### src/rtl/control_sequencer.sv
// control_sequencer: registered control strobes, multi-cycle memory sequencing, halt, retire count.
// Define MEM_ACK_EN to end memory accesses on MemAck rather than after MEM_LAT cycles.
module control_sequencer #(
  parameter int OP_W       = 4,
  parameter int MEM_LAT    = 2,
  parameter int INST_CNT_W = 16
) (
  input  logic                  Clk,
  input  logic                  Reset_n,
  input  logic                  InstValid,
  input  logic                  TypeBit,
  input  logic [OP_W-1:0]       OP,
  input  logic                  Resume,
`ifdef MEM_ACK_EN
  input  logic                  MemAck,
`endif
  output logic                  InstReady,
  output logic                  Stall,
  output logic                  RWrite,
  output logic                  AWrite,
  output logic                  ReadMem,
  output logic                  WriteMem,
  output logic                  LookUp,
  output logic                  isMem,
  output logic                  Halt,
  output logic [INST_CNT_W-1:0] InstCount
);

  typedef enum logic [1:0] {
    S_RUN,
    S_MEM,
    S_HALT
  } state_e;

  state_e                state_q, state_d;
  logic                  lw_q, lw_d;
  logic                  rw_q, rw_d;
  logic                  aw_q, aw_d;
  logic                  rm_q, rm_d;
  logic                  wm_q, wm_d;
  logic                  lu_q, lu_d;
  logic                  im_q, im_d;
  logic                  halt_q, halt_d;
  logic [INST_CNT_W-1:0] cnt_q, cnt_d;
  logic                  retire;

`ifndef MEM_ACK_EN
  localparam logic [3:0] LAT_M1 = 4'(MEM_LAT - 1);
  logic [3:0] lat_q, lat_d;
`endif

  // Zero-extend so opcodes >= 16 are visible for any OP_W
  logic [31:0] op_x;
  logic c_acc, c_reg, c_lut, c_lw, c_sw, c_hlt, c_nop;

  assign op_x = 32'(OP);

  always_comb begin
    c_acc = !TypeBit ||
            (op_x inside {32'd0, 32'd4, 32'd5, 32'd6, [32'd9:32'd14]});
    c_reg = TypeBit && (op_x == 32'd1);
    c_lw  = TypeBit && (op_x == 32'd2);
    c_sw  = TypeBit && (op_x == 32'd3);
    c_lut = TypeBit && (op_x inside {32'd7, 32'd8});
    c_hlt = TypeBit && (op_x == 32'd15);
    c_nop = TypeBit && (op_x >= 32'd16);
  end

  always_comb begin
    state_d = state_q;
    lw_d    = lw_q;
    halt_d  = halt_q;
    rw_d    = 1'b0;
    aw_d    = 1'b0;
    rm_d    = 1'b0;
    wm_d    = 1'b0;
    lu_d    = 1'b0;
    im_d    = 1'b0;
    retire  = 1'b0;
`ifndef MEM_ACK_EN
    lat_d   = lat_q;
`endif
    unique case (state_q)
      S_RUN: begin
        if (InstValid) begin
          unique case (1'b1)
            c_acc: begin
              aw_d   = 1'b1;
              retire = 1'b1;
            end
            c_reg: begin
              rw_d   = 1'b1;
              retire = 1'b1;
            end
            c_lut: begin
              lu_d   = 1'b1;
              retire = 1'b1;
            end
            c_nop: retire = 1'b1;
            c_hlt: begin
              state_d = S_HALT;
              halt_d  = 1'b1;
              retire  = 1'b1;
            end
            c_lw, c_sw: begin
              state_d = S_MEM;
              lw_d    = c_lw;
              rm_d    = c_lw;
              im_d    = c_lw;
              wm_d    = c_sw;
`ifndef MEM_ACK_EN
              lat_d   = LAT_M1;
              if (MEM_LAT == 1) begin
                aw_d   = c_lw;
                retire = 1'b1;
              end
`endif
            end
            default: ;
          endcase
        end
      end
      S_MEM: begin
`ifdef MEM_ACK_EN
        if (MemAck) begin
          state_d = S_RUN;
          aw_d    = lw_q;
          retire  = 1'b1;
        end else begin
          rm_d = lw_q;
          im_d = lw_q;
          wm_d = !lw_q;
        end
`else
        if (lat_q == 4'd0) begin
          state_d = S_RUN;
        end else begin
          lat_d = lat_q - 4'd1;
          rm_d  = lw_q;
          im_d  = lw_q;
          wm_d  = !lw_q;
          // Entering the final access cycle
          if (lat_q == 4'd1) begin
            aw_d   = lw_q;
            retire = 1'b1;
          end
        end
`endif
      end
      S_HALT: begin
        if (Resume) begin
          state_d = S_RUN;
          halt_d  = 1'b0;
        end
      end
      default: state_d = S_RUN;
    endcase
    cnt_d = cnt_q + INST_CNT_W'(retire);
  end

  always_ff @(posedge Clk or negedge Reset_n) begin
    if (!Reset_n) begin
      state_q <= S_RUN;
      lw_q    <= 1'b0;
      rw_q    <= 1'b0;
      aw_q    <= 1'b0;
      rm_q    <= 1'b0;
      wm_q    <= 1'b0;
      lu_q    <= 1'b0;
      im_q    <= 1'b0;
      halt_q  <= 1'b0;
      cnt_q   <= '0;
`ifndef MEM_ACK_EN
      lat_q   <= 4'd0;
`endif
    end else begin
      state_q <= state_d;
      lw_q    <= lw_d;
      rw_q    <= rw_d;
      aw_q    <= aw_d;
      rm_q    <= rm_d;
      wm_q    <= wm_d;
      lu_q    <= lu_d;
      im_q    <= im_d;
      halt_q  <= halt_d;
      cnt_q   <= cnt_d;
`ifndef MEM_ACK_EN
      lat_q   <= lat_d;
`endif
    end
  end

  assign InstReady = (state_q == S_RUN);
  assign Stall     = ~InstReady;
  assign RWrite    = rw_q;
  assign AWrite    = aw_q;
  assign ReadMem   = rm_q;
  assign WriteMem  = wm_q;
  assign LookUp    = lu_q;
  assign isMem     = im_q;
  assign Halt      = halt_q;
  assign InstCount = cnt_q;

endmodule

### config.mk
export PLATFORM = sky130hd
export DESIGN_NAME = control_sequencer
export DESIGN_NICKNAME = d
export VERILOG_FILES = /design/src/rtl/control_sequencer.sv
export SDC_FILE = /design/constraint.sdc
export NUM_CORES = 1
export LEC_CHECK = 0
export ABC_AREA = 1
export CORE_AREA = 3 3 67 69
export DETAILED_ROUTE_END_ITERATION = 16
export DIE_AREA = 0 0 70 72
export GPL_TIMING_DRIVEN = 0
export PLACE_DENSITY = 0.61
export REMOVE_ABC_BUFFERS = 1
export SLEW_MARGIN = 5
export SYNTH_ARGS = -nofsm -noshare
export SYNTH_HDL_FRONTEND = slang
export SYNTH_SLANG_ARGS = --single-unit
### constraint.sdc
create_clock -name Clk -period 2.8 [get_ports Clk]
set_clock_uncertainty 0.05 [all_clocks]
set_input_delay 0.56 -clock Clk [delete_from_list [all_inputs] [get_ports Clk]]
set_output_delay 0.56 -clock Clk [all_outputs]
set_load 0.05 [all_outputs]
After elaboration in Yosys (flattened, before gate mapping)
Cells that the tools add are included.

Multiplexer cells: 37. Add/subtract/negate cells: 2. Reduce and logical (&&, ||, !) cells: 23. Bitwise operators: 1. Equality and inequality tests: 19. Order comparisons: 3.

Operator list (count): $logic_not 32->1 (1); $mux 1 (23); $add 16x1->16 (1); $eq 4x3->1 const B (4); $mux 4 (3); $reduce_and 4->1 (3); $pmux 1 s2 (5); $eq 4x1->1 const B (2); $eq 4x2->1 const B (2); $eq 4x4->1 const B (2); $ne 2x2->1 const B (4); $pmux 4 s2 (1); $logic_and 1x1->1 (7); $mux 2 (3); $pmux 2 s3 (1); $reduce_bool 2->1 (3); $ge 4x5->1 const B (1); $reduce_bool 5->1 (1); $reduce_or 5->1 (1); $ge 4x4->1 const B (1); $le 4x4->1 const B (1); $logic_not 4->1 (1); $ne 2x1->1 const B (2); $pmux 2 s2 (1); 10 further kinds (11).

Bits in registers: 29. Input port bits: 9. Logic and storage cells: 95. Output and inout port bits: 25.

Depth between registers and ports, before layout
Depth after elaboration: 9. Mapped depth: 15. Depth with buffers taken out: 15.

Worst setup path after synthesis
Ideal clock, no wire load.

Kind: reg-to-reg. Start: register state_q[0]. End: register cnt_q[14], in the netlist InstCount[14]. Path slack: 0.303 ns. Arrival time: 2.328 ns. Buffers on the path: 0. Cell stages (with the launch flop): 11. Period minus slack after synthesis: 2.497 ns. Setup time: 0.119 ns. Required time: 2.631 ns. Cells stage by stage: dfrtp_1 -> nor2_4 -> inv_1 -> o31ai_1 -> ha_1 -> ha_1 -> inv_1 -> nor3_2 -> nand2_1 -> nand2_1 -> nand2_1.

Word-level cells in the longest chain between the ends: 3. Elaborated cells between the ends (all ways): 4. Classes of those cells: 1 x add/sub; 1 x eq/ne; 1 x mux; 1 x reduce/logical.

Ends and longest elaborated chain: start, declared (RTL line 35) `state_e state_q, state_d;`; start signal, assigned (RTL line 177) `state_q <= state_d;`; $logic_not 2->1; via InstReady (RTL line 17) `output logic InstReady,`; $pmux 1 s2 (RTL line 83) `unique case (state_q)`; $add 16x1->16 (RTL line 158) `cnt_d = cnt_q + INST_CNT_W'(retire);`; via cnt_d[14] (RTL line 44) `logic [INST_CNT_W-1:0] cnt_q, cnt_d;`; end signal, assigned (RTL line 186) `cnt_q <= cnt_d;`; end, declared (RTL line 44).

The timed path passes the listed nets, and every way through them passes these cells. A chain may end at the register's enable or synchronous reset.

Final worst setup path
Start: input OP[3]. End: register cnt_q[14], in the netlist InstCount[14].

Word-level cells in the longest chain between the ends: 9. Elaborated cells between the ends (all ways): 24. Classes of those cells: 1 x add/sub; 3 x order compare; 7 x eq/ne; 3 x mux; 10 x reduce/logical.

Ends and longest elaborated chain: start, declared (RTL line 12) `input logic [OP_W-1:0] OP,`; $ge 4x4->1 or $le 4x4->1 (tied branches) (RTL line 60) `(op_x inside {32'd0, 32'd4, 32'd5, 32'd6, [32'd9:32'd14]});`; $logic_and 1x1->1 (RTL line 60); $reduce_bool 5->1 (RTL line 60); $logic_or 1x1->1 (RTL line 59) `c_acc = !TypeBit ||`; $reduce_or 5->1 (no source line) (*); $mux 1 (*) (RTL line 86) `unique case (1'b1)`; $mux 1 (*) (RTL line 85) `if (InstValid) begin`; $pmux 1 s2 (*) (RTL line 83); $add 16x1->16 (*) (RTL line 158); via cnt_d[14] (RTL line 44).

Mark *: on every way through the listed nets, which the timed path passes. The rest lies on a longest branch.

==> flow_metrics.py <==
metrics = {
    "timing": {
        "finalHoldViolations": 0,
        "rsz0062_at_grt": "false",
        "max_slew_margin_pct": 56.5,
        "fmax_mhz": 412,
        "setup_violations": 0,
        "slew_violations": 0,
        "finalWorstSetupSlack_ns": 0.375,
        "period_share_pct": 86.6,
        "fin_crit_ns": 2.43,
        "holdWs_ns": 0.247,
        "worst_slew_pin_slew_ns": 0.652,
        "fin_setup_tns_ns": 0,
    },
    "setup_path": {
        "arrival_ns": 2.56,
        "cp.required_ns": 2.93,
        "worstSetupPathType": "in -> reg",
        "worstPathMaxFanout": 5,
        "endpoint_kind": "register",
        "worst_setup_path_start_kind": "primary input",
    },
    "clock_network": {
        "cts_buffers": 5,
        "htreeDepth": 2,
        "clkLatencyLatePin_ns": 0.29,
        "clk_pin_slew_ns": 0.06,
        "root_buffer": "clkbuf_8",
        "cts_setup_buffers": 0,
        "cts_sinks": 29,
        "cts_tree": "yes",
        "clockBufferDepth": 2,
        "cts-hold-fix-buffers": 0,
        "cts_resized": 0,
    },
    "placement": {
        "numPortBuffers": 33,
        "routabilityCongestion": 0.809,
        "dp_slack_ns": 0.0430,
        "hpwl_um": 2420,
        "dpl_cell_area_sq_um": 1950,
    },
    "final_layout": {
        "fin_nets": 237,
        "n_antenna_cell": 0,
        "fin_area_sq_um": 2070,
        "area_delta_synth_final_pct": 31.7,
        "num-fill-cells": 392,
        "layout-drive-gt1-share_pct": 13.8,
    },
    "global_route": {
        "grt_max_degree": 30,
        "use_met2_pct": 23.4,
        "met1_usage_pct": 15.9,
        "met3_usage_pct": 3.88,
        "track_usage_pct": 13.9,
        "top_usage_layer": "met2",
        "antenna_found_initial": 0,
        "grt_first_pass_wirelength_um": 5490,
        "grt_pass1_vias": 1321,
        "grt-ovfl-total": 0,
    },
    "drt": {
        "vias": 1282,
        "wirelength_um": 3080,
        "avgViaCountPerCell": 4.66,
        "drtIter0Drc": 35,
        "drt_pass1_iterations": 4,
        "drcViolationCount": 0,
        "post_drt_wl_per_cell_um": 11.2,
        "postRouteAntennaNets": 0,
    },
    "power_and_ir_drop": {
        "p_leak_nw": 0.974,
        "ir_worst_vdd_mv": 0.315,
        "power.total_mw": 1.62,
        "power.density_nw_per_um2": 784,
    },
    "synth": {
        "postSynthAreaPerCell_sq_um": 8.48,
        "synth_cell_types": 26,
        "ys.flop_type": "dfrtp_1",
        "netlist_area_sq_um": 1570,
        "synth_seq_cells": 29,
        "ys_seq_area_share_pct": 46.3,
        "synth_edf_count": 0,
        "synthCells": 185,
        "ys_warn_count": 0,
        "async_flop_share_pct": 100,
    },
    "hold_path": {
        "hp-class": "in -> async",
    },
    "job": {
        "drv_cap": 0,
    },
    "floorplanning": {
        "placement_rows": 23,
        "initial_core_util_pct": 39.5,
        "dieArea_sq_um": 5040,
        "core_area_sq_um": 3970,
        "io_pins": 34,
        "die_y_um": 72,
        "fp.dieW_um": 70,
    },
    "status": {
        "status": "completed",
    },
}
## power by group
group,internal (mW),switching (mW),total (mW)
logic,0.202,0.388,0.591
registers,0.496,0.0820,0.578
clock network,0.290,0.162,0.452
## flip-flops by register name, indices dropped and copies added, names as in the netlist
name	flops
state_q	2
AWrite	1
InstCount	16
WriteMem	1
Halt	1
LookUp	1
lw_q	1
isMem	1
lat_q	4
RWrite	1
## worst paths after layout
path,start,endpoint,slack [ns],cells after the start
worst max-delay path,OP[3],InstCount[14],0.37,12
worst min-delay path,Reset_n,InstCount[5],0.25,1
worst max register to register,lat_q[0],InstCount[14],0.50,14
worst min register to register,InstCount[15],InstCount[15],0.44,2
max in group asynchronous,Reset_n,state_q[1],2.03,1
min in group Clk,InstCount[15],InstCount[15],0.44,2
## logic make-up after synthesis
kind of cell	Yosys count	share of synthesized area, %
and+or+nand+nor	109	34.8
DFF	29	46.3
buffers and inverters	21	5.26
xor gates and xnor gates	12	6.70
AOI/OAI and AO/OA	10	3.83
adders and majority gates	4	3.19
## per-stage QoR
step | util, % | cells
6_report | 52.0 | 275
2_1_floorplan | - | 184
4_1_cts | 52.0 | 275
3_5_place_dp | 49.1 | 267
5_1_grt | 52.0 | 275
3_3_place_gp | 49.2 | 267
## worst max-delay path, cell delays in order
cell	delay, ns
clkdlybuf4s50_1	0.55
nor2_2	0.08
nand2_2	0.10
inv_1	0.06
o31ai_1	0.24
ha_1	0.23
ha_1	0.18
inv_1	0.09
nor3_2	0.27
nand2_1	0.09
nand2_1	0.06
nand2_1	0.05
## layer usage
layer  vias up  share of wire (%)  wire, um
met1       587                 43      1340
met3         7                5.5       169
met5         -                  0         0
met2        32                 48      1490
li1        656                  -         -
met4         0                2.5        78
## area by class of cell
cell class                 instances  area (sq um)  share of cell area (%)
inverter                          20          75.1                    3.63
timing repair buffer              33           325                    15.7
clock buffer                       7          86.3                    4.18
tap                               50          62.6                    3.03
clock inverter                     1          30.0                    1.45
multi-input combinational        135           761                    36.8
sequential                        29           726                    35.1
## synthesized netlist by cell type (3+ instances only)
library cell  number  area share (%)
dfrtp_1           29              46
ha_1               4             3.2
inv_1             18             4.3
nand2_1           52              12
nand2_2            4             1.6
nand2_4            5             3.6
nand3_1           13             4.1
nor2_1            17             4.1
nor2_2             6             2.4
nor2_4             4             2.9
o21ai_0            3            0.96
xnor2_1            6             3.3
xor2_1             6             3.3
## placed cells by master, fill, tap and decap left out, types with 3 or more instances in the layout
cell type / netlist / final
nand2_4: 5 / 5
nor2_2: 6 / 6
xnor2_1: 6 / 6
o21ai_0: 3 / 3
nand2_1: 52 / 52
ha_1: 4 / 4
clkdlybuf4s50_1: 0 / 32
clkbuf_8: 0 / 6
xor2_1: 6 / 6
nor2_1: 17 / 17
nor2_4: 4 / 4
nand2_2: 4 / 4
dfrtp_1: 29 / 29
nand3_1: 13 / 13
inv_1: 18 / 18
Power figures use the tool's default switching activity.
